==> config.mk <==
export PLATFORM = sky130hd
export DESIGN_NAME = instruction_fetch_unit
export DESIGN_NICKNAME = d
export VERILOG_FILES = /design/src/rtl/xm_pkg.sv /design/src/rtl/ifu_fifo.sv /design/src/rtl/instruction_fetch_unit.sv
export SDC_FILE = /design/constraint.sdc
export NUM_CORES = 1
export LEC_CHECK = 0
export CAP_MARGIN = 30
export CELL_PAD_IN_SITES_DETAIL_PLACEMENT = 2
export CELL_PAD_IN_SITES_GLOBAL_PLACEMENT = 2
export CORE_UTILIZATION = 30
export DETAILED_ROUTE_END_ITERATION = 6
export PLACE_DENSITY = 0.8
export SLEW_MARGIN = 20
export SYNTH_ARGS = -nofsm -noshare
export SYNTH_HDL_FRONTEND = slang
export SYNTH_SLANG_ARGS = --single-unit
==> constraint.sdc <==
create_clock -name clk -period 5.9 [get_ports clk]
set_input_delay 0.59 -clock clk [delete_from_list [all_inputs] [get_ports clk]]
set_output_delay 0.59 -clock clk [all_outputs]
set_load 0.02 [all_outputs]
==> src/rtl/xm_pkg.sv <==
// Shared types for the instruction fetch unit.
// Buffer depth follows IFU_PREFETCH_EN (2 when defined, else 1).
package xm_pkg;

  typedef enum logic [1:0] {
    IDLE  = 2'd0,
    REQ   = 2'd1,
    DRAIN = 2'd2
  } ifu_state_t;

  localparam int INST_W  = 16;
  localparam int PC_STEP = 2;
  localparam int IFU_AW  = 16;

`ifdef IFU_PREFETCH_EN
  localparam int IFU_DEPTH = 2;
`else
  localparam int IFU_DEPTH = 1;
`endif

  typedef struct packed {
    logic [INST_W-1:0] inst;
    logic [IFU_AW-1:0] pc;
  } fetch_entry_t;

endpackage

==> src/rtl/ifu_fifo.sv <==
// Fetch buffer of depth 1 or 2 with flush; head is combinational.
// Depth comes from IFU_PREFETCH_EN via xm_pkg.
module ifu_fifo
  import xm_pkg::*;
#(
  parameter int DEPTH = IFU_DEPTH
) (
  input  logic         clk,
  input  logic         reset,
  input  logic         i_push,
  input  logic         i_pop,
  input  logic         i_flush,
  input  fetch_entry_t i_wdata,
  output fetch_entry_t o_head,
  output logic         o_empty,
  output logic [1:0]   o_count
);

  localparam logic [1:0] DEPTH_C = 2'(DEPTH);

  fetch_entry_t r_mem [2];
  logic         r_wp;
  logic         r_rp;
  logic [1:0]   r_cnt;
  logic         w_full;
  logic         w_push;
  logic         w_pop;

  function automatic logic nxt(input logic p);
    return (DEPTH == 1) ? 1'b0 : ~p;
  endfunction

  assign w_full  = (r_cnt == DEPTH_C);
  assign w_pop   = i_pop & (r_cnt != 2'd0);
  assign w_push  = i_push & (~w_full | w_pop);
  assign o_empty = (r_cnt == 2'd0);
  assign o_count = r_cnt;
  assign o_head  = o_empty ? '0 : r_mem[r_rp];

  // Pointer and occupancy tracking; flush empties in one cycle.
  always_ff @(posedge clk) begin
    if (reset | i_flush) begin
      r_wp  <= 1'b0;
      r_rp  <= 1'b0;
      r_cnt <= 2'd0;
    end else begin
      if (w_push) r_wp <= nxt(r_wp);
      if (w_pop)  r_rp <= nxt(r_rp);
      r_cnt <= r_cnt + {1'b0, w_push}
                     - {1'b0, w_pop};
    end
  end

  // Entry storage; contents are don't-care while empty.
  always_ff @(posedge clk) begin
    if (w_push & ~reset & ~i_flush)
      r_mem[r_wp] <= i_wdata;
  end

endmodule

==> src/rtl/instruction_fetch_unit.sv <==
// Fetch PC, imem req/ack FSM and buffering toward the decoder.
// IFU_PREFETCH_EN selects a 2-deep prefetch buffer (default 1).
module instruction_fetch_unit
  import xm_pkg::*;
#(
  parameter int          ADDR_W       = 16,
  parameter logic [15:0] RESET_VECTOR = 16'h0000
) (
  input  logic              clk,
  input  logic              reset,
  input  logic              redirect_en,
  input  logic [ADDR_W-1:0] redirect_pc,
  output logic              imem_req,
  output logic [ADDR_W-1:0] imem_addr,
  input  logic              imem_ack,
  input  logic [15:0]       imem_rdata,
  output logic              inst_valid,
  output logic [15:0]       inst_data,
  output logic [ADDR_W-1:0] inst_pc,
  input  logic              dec_take,
  output logic              dec_en
);

  localparam logic [ADDR_W-1:0] EVEN =
    ~ADDR_W'(1);
  localparam logic [ADDR_W-1:0] RV =
    ADDR_W'(RESET_VECTOR) & EVEN;
  localparam logic [ADDR_W-1:0] STEP =
    ADDR_W'(PC_STEP);
  localparam logic [1:0] DEPTH_C =
    2'(IFU_DEPTH);

  ifu_state_t        r_state;
  logic              r_req;
  logic [ADDR_W-1:0] r_fetch_pc;
  logic [ADDR_W-1:0] r_addr;

  logic              w_ack;
  logic              w_push;
  logic              w_pop;
  logic              w_empty;
  logic              w_slot_free;
  logic [1:0]        w_count;
  logic [1:0]        w_cnt_after;
  logic [ADDR_W-1:0] w_redir_pc;
  logic [ADDR_W-1:0] w_pc_inc;
  fetch_entry_t      w_wentry;
  fetch_entry_t      w_head;

  assign w_redir_pc = redirect_pc & EVEN;
  assign w_pc_inc   = r_fetch_pc + STEP;
  assign w_ack      = r_req & imem_ack;
  assign w_push     = (r_state == REQ)
                    & imem_ack
                    & ~redirect_en;
  assign w_pop      = ~w_empty & dec_take
                    & ~redirect_en;

  // Occupancy after this cycle decides
  // whether another request may issue.
  assign w_cnt_after = w_count
                     + {1'b0, w_push}
                     - {1'b0, w_pop};
  assign w_slot_free = (w_cnt_after < DEPTH_C);

  assign w_wentry.inst = imem_rdata;
  assign w_wentry.pc   = r_addr;

  ifu_fifo #(
    .DEPTH (IFU_DEPTH)
  ) u_fifo (
    .clk     (clk),
    .reset   (reset),
    .i_push  (w_push),
    .i_pop   (w_pop),
    .i_flush (redirect_en),
    .i_wdata (w_wentry),
    .o_head  (w_head),
    .o_empty (w_empty),
    .o_count (w_count)
  );

  // Request FSM; r_addr holds the in-flight
  // address through DRAIN while fetch_pc moves.
  always_ff @(posedge clk) begin
    if (reset) begin
      r_state    <= IDLE;
      r_req      <= 1'b0;
      r_fetch_pc <= RV;
      r_addr     <= RV;
    end else if (redirect_en) begin
      r_fetch_pc <= w_redir_pc;
      if ((r_state != IDLE) & ~w_ack) begin
        r_state <= DRAIN;
        r_req   <= 1'b1;
      end else begin
        r_state <= IDLE;
        r_req   <= 1'b0;
        r_addr  <= w_redir_pc;
      end
    end else begin
      unique case (r_state)
        IDLE: begin
          if (w_slot_free) begin
            r_state <= REQ;
            r_req   <= 1'b1;
          end
        end
        REQ: begin
          if (w_ack) begin
            r_fetch_pc <= w_pc_inc;
            r_addr     <= w_pc_inc;
            if (!w_slot_free) begin
              r_state <= IDLE;
              r_req   <= 1'b0;
            end
          end
        end
        DRAIN: begin
          if (w_ack) begin
            r_state <= REQ;
            r_addr  <= r_fetch_pc;
          end
        end
        default: begin
          r_state <= IDLE;
          r_req   <= 1'b0;
        end
      endcase
    end
  end

  assign imem_req   = r_req;
  assign imem_addr  = r_addr;
  assign inst_valid = ~w_empty;
  assign inst_data  = w_head.inst;
  assign inst_pc    = w_head.pc;
  assign dec_en     = w_pop;

endmodule

==> results.py, run 1 <==
metrics = {
    "yosys": {
        "synth-seq-cells": 66,
        "yosysWarnings": 0,
        "yosys-top-cells-count": "dfxtp_1, nor2_1, edfxtp_1, nor2b_1, nand2_1",
        "synthCells": 332,
        "synth_edf_count": 31,
        "synth_top_area_share_pct": 27.4,
        "yosys-top-cells-area": "edfxtp_1, dfxtp_1, nor2b_1, xor2_1, nor2_1",
        "netlist_area_um2": 3400,
        "ys_dominant_reg_cell": "dfxtp_1",
        "post-synth-top-count-cell": "dfxtp_1",
        "ys_seq_area_share_pct": 48.0,
        "synth_cell_types": 56,
        "synth_top_cell_by_area": "edfxtp_1",
        "synth_area_per_cell_um2": 10.2,
        "async_flop_share_pct": 0,
    },
    "hold_path": {
        "hp-class": "flop to flop",
    },
    "global_routing": {
        "grt_antenna_before_repair": 0,
        "grt.overflow.total": 0,
        "grt_pass1_wl_um": 16200,
        "first_global_vias": 2953,
        "grt_max_degree": 38,
        "grtUsageTotal_pct": 18.2,
    },
    "cells_and_area": {
        "finalNetCount": 451,
        "layout-drive-gt1-share_pct": 11.4,
        "fillCellCount": 1153,
        "antenna_cells": 0,
        "syn_to_final_growth_pct": 38.2,
        "postLayoutCellArea_um2": 4690,
    },
    "worst_setup_path": {
        "worstSetupStartpoint": "redirect_en",
        "ff2ff_setup_slack_ps": 3620,
        "crit_fanout": 37,
        "reg2reg_depth": 9,
        "cp-end-kind": "primary output",
        "endpoint": "dec_en",
        "start_kind": "primary input",
        "timing.rr.end": "imem_req$_SDFFE_PP0P_",
        "reg2reg_from": "r_state[0]$_SDFFE_PP0P_",
        "criticalPathCategory": "primary input to primary output",
        "critPathRequiredTime_ps": 5310,
        "cp.arrival_ps": 2680,
    },
    "routing": {
        "wire_per_inst_um": 18.3,
        "ant_nets": 0,
        "via_per_inst": 4.99,
        "first_pass_iters": 4,
        "vias": 2762,
        "drt-total-wl_um": 10200,
        "drtIter0Drc": 131,
        "drc": 0,
    },
    "sta": {
        "period_needed_ps": 3270,
        "rsz0062_at_grt": "no",
        "worst_pin_slew_ps": 730,
        "tns_ps": 0,
        "slew_viol_final": 0,
        "finalClockSkew_ps": 6.09,
        "setup_viol": 0,
        "timing.slew.headroom_pct": 51.3,
        "fmax_ghz": 0.306,
        "fin_crit_sh_pct": 55.4,
        "hold_viol_final": 0,
    },
    "placed_design": {
        "place_hpwl_um": 6880,
        "gp_congestion": 0.772,
        "port_buffers": 84,
        "dpl_cell_area_um2": 4330,
    },
    "floorplanning": {
        "start_util_pct": 31.1,
        "core_um2": 10900,
        "die-area_um2": 11800,
        "die_h_um": 108,
        "num_rows": 38,
        "ioPinCount": 88,
        "die_w_um": 108,
    },
    "clock_tree": {
        "ctsResizeCount": 0,
        "clock_latency_ps": 330,
        "htree_levels": 3,
        "cts_tree": "yes",
        "clk_pin_slew_ps": 50,
        "hold_buffers": 0,
        "numClockSinks": 66,
        "root_buffer": "clkbuf_16",
        "clk_path_buf_depth": 2,
        "cts_setup_buffers": 0,
        "cts_buffers": 9,
    },
    "run_status": {
        "status": "finished clean",
    },
    "power": {
        "power_density_nw_per_um2": 291,
        "leakagePower_nw": 1.68,
        "ir_worst_vdd_mv": 0.153,
    },
    "job": {
        "drv_cap": 0,
    },
}
[registers in the layout, indices dropped and copies added (netlist names)]
signal	flops
imem_addr	15
imem_req	1
r_fetch_pc	15
u_fifo.r_mem	31
u_fifo.o_count	2
r_state	2
[cell usage in the layout, fill, tap and decap left out, types with 2 or more instances in the layout]
| cell type | Yosys | routed |
|---|---|---|
| inv_1 | 7 | 7 |
| a31oi_1 | 2 | 2 |
| mux2i_1 | 3 | 3 |
| nor3_1 | 6 | 6 |
| nor4_2 | 5 | 6 |
| xnor2_1 | 9 | 9 |
| a311oi_1 | 4 | 4 |
| o41ai_2 | 2 | 2 |
| ha_1 | 5 | 5 |
| nor3_2 | 3 | 3 |
| a211oi_2 | 4 | 4 |
| nand4_1 | 3 | 3 |
| o22ai_1 | 2 | 2 |
| nand3_2 | 2 | 2 |
| a21oi_1 | 18 | 18 |
| and3_1 | 3 | 3 |
| nor2_2 | 1 | 2 |
| bufinv_16 | 0 | 4 |
| nor2b_1 | 31 | 31 |
| dfxtp_1 | 35 | 35 |
| nor2_1 | 32 | 31 |
| nand3_1 | 7 | 7 |
| edfxtp_1 | 31 | 31 |
| clkbuf_16 | 0 | 9 |
| and2_1 | 2 | 2 |
| conb_1 | 1 | 2 |
| buf_4 | 2 | 4 |
| nor4_1 | 3 | 2 |
| nand2_1 | 25 | 25 |
| a211oi_1 | 7 | 7 |
| xor2_1 | 18 | 18 |
| o21a_1 | 2 | 2 |
| o21ai_1 | 9 | 9 |
| o21ai_0 | 5 | 5 |
| clkdlybuf4s50_1 | 0 | 84 |
| nand2b_1 | 2 | 2 |
[stage by stage]
stage	total power (W)	instances	worst slack (ps)	util, %	hold WS [ps]
after floorplan	0.000628	333	1380	-	542
after global placement	0.000697	537	2630	39.5	440
after detailed placement	0.000707	538	2620	39.6	448
after CTS	0.00138	554	2610	42.9	473
after global routing	0.00141	554	2520	42.9	483
final	0.00136	554	2630	42.9	468
[report_power, final]
part	switching, W	total, W	internal (W)
registers	0.0000287	0.000530	0.000502
logic	0.0000925	0.000170	0.0000776
clock network	0.000206	0.000664	0.000458
total	0.000327	0.00136	0.00104
[worst max-delay path, stage by stage]
cell and delay, ps:
clkdlybuf4s50_1 400, buf_4 230, inv_2 530, and3_1 290
clkdlybuf4s50_1 620
[cell families (layout without fill, tap and decap cells)]
family          count (synthesis)  in the layout  share of synthesized area, %
compound gates                 61             61                          12.6
xor+xnor                       28             28                          7.62
fa+ha+maj                       5              5                          1.84
buf+inv                        32            113                          4.97
flops                          66             66                          48.0
mux                             3              3                         0.884
other cells                     1              2                         0.110
simple gates                  136            136                          23.9
[how the worst min path moves through the flow]
stage | startpoint | to | cells after the start
floorplan | imem_addr[10]$_SDFFE_PP0P_ | imem_addr[10]$_SDFFE_PP0P_ | 2
global placement | imem_addr[4]$_SDFFE_PP0P_ | u_fifo.r_mem[0][4]$_DFFE_PP_ | 0
finish | imem_addr[13]$_SDFFE_PP0P_ | u_fifo.r_mem[0][13]$_DFFE_PP_ | 0
global route | imem_addr[13]$_SDFFE_PP0P_ | u_fifo.r_mem[0][13]$_DFFE_PP_ | 0
CTS | imem_addr[12]$_SDFFE_PP0P_ | u_fifo.r_mem[0][12]$_DFFE_PP_ | 0
detailed placement | imem_addr[5]$_SDFFE_PP0P_ | u_fifo.r_mem[0][5]$_DFFE_PP_ | 0
[metal layers]
metal  track usage, %  vias to the layer above  part of all wire (%)
met5                0                        -                     0
met4             4.63                        0                  0.91
met3             4.34                       10                   4.5
met2             31.2                       69                    50
met1             22.9                     1357                    44
li1                 -                     1326                     -
[cell type report]
cell class / count / area, um2 / share of cell area, %
Sequential cell: 66 / 1630 / 34.8
Multi-Input combinational cell: 235 / 1610 / 34.3
Timing Repair Buffer: 89 / 882 / 18.8
Clock buffer: 10 / 229 / 4.88
Tap cell: 140 / 175 / 3.73
Clock inverter: 6 / 138 / 2.93
Inverter: 8 / 30.0 / 0.640
Power figures use the tool's default switching activity.
==> run 2, diff against run 1 <==
--- a/config.mk
+++ b/config.mk
@@ -8,9 +8,9 @@
 export CAP_MARGIN = 30
 export CELL_PAD_IN_SITES_DETAIL_PLACEMENT = 2
 export CELL_PAD_IN_SITES_GLOBAL_PLACEMENT = 2
-export CORE_UTILIZATION = 30
+export CORE_UTILIZATION = 27
 export DETAILED_ROUTE_END_ITERATION = 6
-export PLACE_DENSITY = 0.8
+export PLACE_DENSITY = 0.76
 export SLEW_MARGIN = 20
 export SYNTH_ARGS = -nofsm -noshare
 export SYNTH_HDL_FRONTEND = slang
==> constraint.sdc (replaced) <==
create_clock -name clk -period 2.76 [get_ports clk]
set_input_delay 0.276 -clock clk [delete_from_list [all_inputs] [get_ports clk]]
set_output_delay 0.276 -clock clk [all_outputs]
set_load 0.02 [all_outputs]
==> results.py, run 2 (synthesis results as in run 1) <==
metrics = {
    "worst_setup_path": {
        "cp-end-kind": "flop",
        "crit_fanout": 10,
        "cp.arrival_ps": 2480,
        "critPathRequiredTime_ps": 3020,
        "criticalPathCategory": "flop to flop",
        "ff2ff_setup_slack_ps": 550,
        "start_kind": "flop",
    },
    "global_routing": {
        "first_global_vias": 2934,
        "gr-usage-met2_pct": 28.0,
        "grt_pass1_wl_um": 15800,
        "grt_antenna_before_repair": 0,
        "busiest_layer": "met2",
        "grt_max_degree": 36,
        "grtUsageTotal_pct": 15.9,
        "gr-usage-met3_pct": 3.92,
        "use_met1_pct": 18.9,
        "grt.overflow.total": 0,
    },
    "hold_path": {
        "hp-class": "flop to flop",
    },
    "cells_and_area": {
        "top_register": "u_fifo.r_mem",
        "mostFrequentLayoutCell": "clkdlybuf4s50_1",
        "antenna_cells": 0,
        "finalNetCount": 454,
        "largest_reg_flops": 31,
        "fin_util_pct": 38.6,
        "syn_to_final_growth_pct": 38.3,
        "layout-drive-gt1-share_pct": 12.2,
        "final_cell_mix": "clkdlybuf4s50_1, dfxtp_1, nor2_1, nor2b_1, edfxtp_1",
    },
    "placed_design": {
        "port_buffers": 84,
        "gp_congestion": 0.778,
        "place_hpwl_um": 7400,
    },
    "routing": {
        "vias": 2756,
        "first_pass_iters": 4,
        "wire_per_inst_um": 17.0,
        "ant_nets": 0,
        "drc": 0,
        "drtIter0Drc": 114,
        "drt-total-wl_um": 9950,
        "via_per_inst": 4.71,
    },
    "clock_tree": {
        "cts_buffers": 9,
        "clock_latency_ps": 330,
        "ctsResizeCount": 0,
        "clk_pin_slew_ps": 60,
        "numClockSinks": 66,
        "hold_buffers": 0,
        "cts_setup_buffers": 0,
        "htree_levels": 3,
        "root_buffer": "clkbuf_16",
        "clk_path_buf_depth": 2,
        "cts_tree": "yes",
    },
    "sta": {
        "hold_viol_final": 0,
        "period_needed_ps": 2210,
        "timing.slew.headroom_pct": 50.0,
        "tns_ps": 0,
        "fin_crit_sh_pct": 80.2,
        "finalClockSkew_ps": 6.82,
        "slew_viol_final": 0,
        "setup_viol": 0,
        "worst_pin_slew_ps": 749,
        "rsz0062_at_grt": "no",
        "fmax_ghz": 0.452,
    },
    "power": {
        "power_density_nw_per_um2": 560,
        "leakagePower_nw": 1.66,
        "ir_worst_vdd_mv": 0.321,
    },
    "floorplanning": {
        "start_util_pct": 27.9,
        "die-area_um2": 13000,
        "core_um2": 12200,
        "num_rows": 40,
        "ioPinCount": 88,
        "die_w_um": 114,
        "die_h_um": 114,
    },
    "job": {
        "drv_cap": 0,
    },
    "run_status": {
        "status": "finished clean",
    },
}
## run 2: cell types whose count changed in the layout (fill, tap and decap cells not counted), sizes merged
cell and delta:
buf +3, bufinv -3, clkbuf -1, clkinv +2
clkinvlp +2
## run 2: critical path, stage by stage, from the launching register on
cell      delay (ps)
dfxtp_1          410
nor2_1           190
nand3_1          200
ha_1             340
inv_1             40
ha_1             170
xnor3_1          190
nand2b_1         120
nor4_1           240
o22ai_1          140
nor2_1           110
## run 2: layout make-up
| cell class | instances | area, um2 |
|---|---|---|
| repair buffers | 92 | 913 |
| clock inverters | 7 | 68.8 |
| multi-input cells | 235 | 1620 |
| well taps | 168 | 210 |
| fillers | 1306 | 7460 |
| clock buffers | 9 | 225 |
| inverters | 8 | 30.0 |
| flip-flops and latches | 66 | 1630 |
## run 2: final timing paths
path | start | endpoint | cells after the start
worst max-delay path | r_state[1]$_SDFFE_PP0P_ | imem_req$_SDFFE_PP0P_ | 10
worst min-delay path | imem_addr[11]$_SDFFE_PP0P_ | u_fifo.r_mem[0][11]$_DFFE_PP_ | 0
worst max register to register | r_state[1]$_SDFFE_PP0P_ | imem_req$_SDFFE_PP0P_ | 10
worst min register to register | imem_addr[11]$_SDFFE_PP0P_ | u_fifo.r_mem[0][11]$_DFFE_PP_ | 0
## run 2: per-layer routing
metal,vias up,wire [um]
li1,1333,-
met1,1343,4360
met2,68,4970
met3,12,488
met4,0,132
met5,-,0
## run 2: report_power, final
group	total (W)	switching, W	internal, W
logic	0.000363	0.000195	0.000168
clock network	0.00114	0.000441	0.000697
registers	0.00113	0.0000565	0.00107
## run 2: per-stage QoR
step | setup WS, ps | instance area (um2) | instances | hold slack [ps] | total power [W]
4_1_cts | 537 | 4700 | 585 | 470 | 0.00266
5_1_grt | 336 | 4700 | 585 | 477 | 0.00274
3_5_place_dp | 234 | 4400 | 569 | 457 | 0.00152
6_report | 546 | 4700 | 585 | 463 | 0.00263
2_1_floorplan | 536 | 3420 | 333 | 375 | 0.00134
3_3_place_gp | 452 | 4400 | 569 | 441 | 0.00150
==> run 3, diff against run 2 <==
--- a/config.mk
+++ b/config.mk
@@ -8,9 +8,9 @@
 export CAP_MARGIN = 30
 export CELL_PAD_IN_SITES_DETAIL_PLACEMENT = 2
 export CELL_PAD_IN_SITES_GLOBAL_PLACEMENT = 2
-export CORE_UTILIZATION = 27
+export CORE_UTILIZATION = 30
 export DETAILED_ROUTE_END_ITERATION = 6
-export PLACE_DENSITY = 0.76
+export PLACE_DENSITY = 0.8
 export SLEW_MARGIN = 20
 export SYNTH_ARGS = -nofsm -noshare
 export SYNTH_HDL_FRONTEND = slang
==> constraint.sdc (replaced) <==
create_clock -name clk -period 2.2 [get_ports clk]
set_input_delay 0.22 -clock clk [delete_from_list [all_inputs] [get_ports clk]]
set_output_delay 0.22 -clock clk [all_outputs]
set_load 0.02 [all_outputs]
==> results.py, run 3 (synthesis results as in run 1) <==
metrics = {
    "floorplanning": {
        "num_rows": 38,
        "start_util_pct": 31.1,
        "ioPinCount": 88,
        "core_um2": 10900,
        "die_w_um": 108,
        "die-area_um2": 11800,
        "die_h_um": 108,
    },
    "power": {
        "power.share.clock_pct": 45.2,
        "p_sw_share_pct": 25.2,
        "power.total_w": 0.00346,
        "intPower_w": 0.00259,
        "power_switching_w": 0.000872,
        "seqPwrFrac_pct": 40.8,
        "ir_worst_vdd_mv": 0.339,
        "leakagePower_nw": 1.72,
        "power_frac_comb_pct": 13.9,
        "power_density_nw_per_um2": 727,
    },
    "hold_path": {
        "min-delay-start": "imem_rdata[15]",
        "holdPathStages": 1,
        "hp-class": "primary input to flop",
        "hold_path_end": "u_fifo.r_mem[0][31]$_DFFE_PP_",
    },
    "sta": {
        "finalClockSkew_ps": 5.83,
        "period_needed_ps": 2080,
        "worst_pin_slew_ps": 752,
        "hold_viol_final": 0,
        "setup_viol": 0,
        "slew_viol_final": 0,
        "rsz0062_at_grt": "no",
        "timing.slew.headroom_pct": 49.9,
        "fmax_ghz": 0.480,
        "fin_ws_ps": 118,
        "fin_crit_sh_pct": 94.6,
    },
    "worst_setup_path": {
        "crit_fanout": 31,
        "reg2reg_depth": 11,
        "cp-end-kind": "primary output",
        "start_kind": "flop",
        "critPathRequiredTime_ps": 1980,
        "criticalPathCategory": "flop to primary output",
        "reg2reg_from": "u_fifo.o_count[1]$_SDFF_PP0_",
        "cp.arrival_ps": 1860,
        "timing.rr.end": "imem_req$_SDFFE_PP0P_",
        "ff2ff_setup_slack_ps": 180,
    },
    "cells_and_area": {
        "final_cell_mix": "clkdlybuf4s50_1, dfxtp_1, nor2_1, nor2b_1, edfxtp_1",
        "finalNetCount": 461,
        "mostFrequentLayoutCell": "clkdlybuf4s50_1",
        "fin_util_pct": 43.6,
        "top_register": "u_fifo.r_mem",
        "postLayoutCellArea_um2": 4770,
        "antenna_cells": 0,
        "largest_reg_flops": 31,
        "layoutNonFillerInstCount": 564,
        "syn_to_final_growth_pct": 40.3,
        "layout-drive-gt1-share_pct": 13.4,
    },
    "run_status": {
        "status": "finished clean",
    },
    "placed_design": {
        "place_hpwl_um": 7140,
        "post-place-ws_ps": -51.8,
        "gp_congestion": 0.783,
        "port_buffers": 84,
        "dp_cells": 548,
        "dpl_cell_area_um2": 4450,
    },
    "global_routing": {
        "grt_pass1_wl_um": 16300,
        "use_met1_pct": 22.7,
        "busiest_layer": "met2",
        "grt.overflow.total": 0,
        "grtUsageTotal_pct": 18.3,
        "first_global_vias": 3094,
        "grt_max_degree": 36,
        "gr-usage-met3_pct": 3.80,
        "gr-usage-met2_pct": 31.1,
        "grt_antenna_before_repair": 0,
    },
    "clock_tree": {
        "ctsResizeCount": 0,
        "clock_latency_ps": 330,
        "hold_buffers": 0,
        "root_buffer": "clkbuf_16",
        "htree_levels": 3,
        "clk_pin_slew_ps": 60,
        "cts_tree": "yes",
        "cts_setup_buffers": 0,
        "cts_buffers": 9,
        "numClockSinks": 66,
        "clk_path_buf_depth": 2,
    },
    "routing": {
        "drt-total-wl_um": 10200,
        "vias": 2814,
        "wire_per_inst_um": 18.1,
        "drc": 0,
        "via_per_inst": 4.99,
        "ant_nets": 0,
        "drtIter0Drc": 81,
        "first_pass_iters": 4,
    },
    "job": {
        "drv_cap": 0,
    },
}
## run 3: cell count changes in the layout (fill, tap and decap cells not counted), sizes merged
cell | previous run | this run
bufinv | 1 | 2
inv | 9 | 8
buf | 8 | 15
clkinvlp | 2 | 1
clkbuf | 9 | 11
clkinv | 3 | 2
## run 3: worst max path at each step
stage / from / endpoint / slack [ps] / cells past startpoint
after detailed placement: redirect_en / imem_req$_SDFFE_PP0P_ / -50 / 11
final: u_fifo.o_count[1]$_SDFF_PP0_ / inst_pc[3] / 120 / 4
after CTS: u_fifo.o_count[1]$_SDFF_PP0_ / inst_pc[3] / 80 / 4
after global placement: redirect_en / imem_req$_SDFFE_PP0P_ / 80 / 11
after floorplan: redirect_en / u_fifo.r_mem[0][10]$_DFFE_PP_ / 30 / 3
after global routing: u_fifo.o_count[1]$_SDFF_PP0_ / inst_pc[3] / 8 / 4
## run 3: layout make-up
type / count / area, um2
Fill cell: 1145 / 6170
Sequential cell: 66 / 1630
Multi-Input combinational cell: 235 / 1620
Timing Repair Buffer: 99 / 991
Clock buffer: 11 / 243
Tap cell: 140 / 175
Clock inverter: 5 / 77.6
Inverter: 8 / 30.0
## run 3: worst max-delay path, stage by stage (launching register included)
cell and delay (ps):
dfxtp_1 410, nor2_2 70, buf_4 230, nor2b_1 170, clkdlybuf4s50_1 630
## run 3: power groups by stage
stage / Sequential (W) / Clock (W) / Combinational (W)
floorplan: 0.00145 / 0 / 0.000237
global placement: 0.00143 / 0 / 0.000465
detailed placement: 0.00144 / 0 / 0.000480
CTS: 0.00141 / 0.00159 / 0.000490
global route: 0.00142 / 0.00165 / 0.000522
finish: 0.00141 / 0.00157 / 0.000483
## run 3: metrics by stage
step	hold slack [ps]	setup TNS, ps
6_report	450	0
5_1_grt	448	0
4_1_cts	436	0
3_5_place_dp	454	-80.4
3_3_place_gp	445	0
2_1_floorplan	319	0
## run 3: layer usage
metal | vias up | part of all wire, %
met1 | 1387 | 45
met3 | 12 | 5.5
li1 | 1341 | -
met4 | 0 | 1.3
met5 | - | 0
met2 | 74 | 49
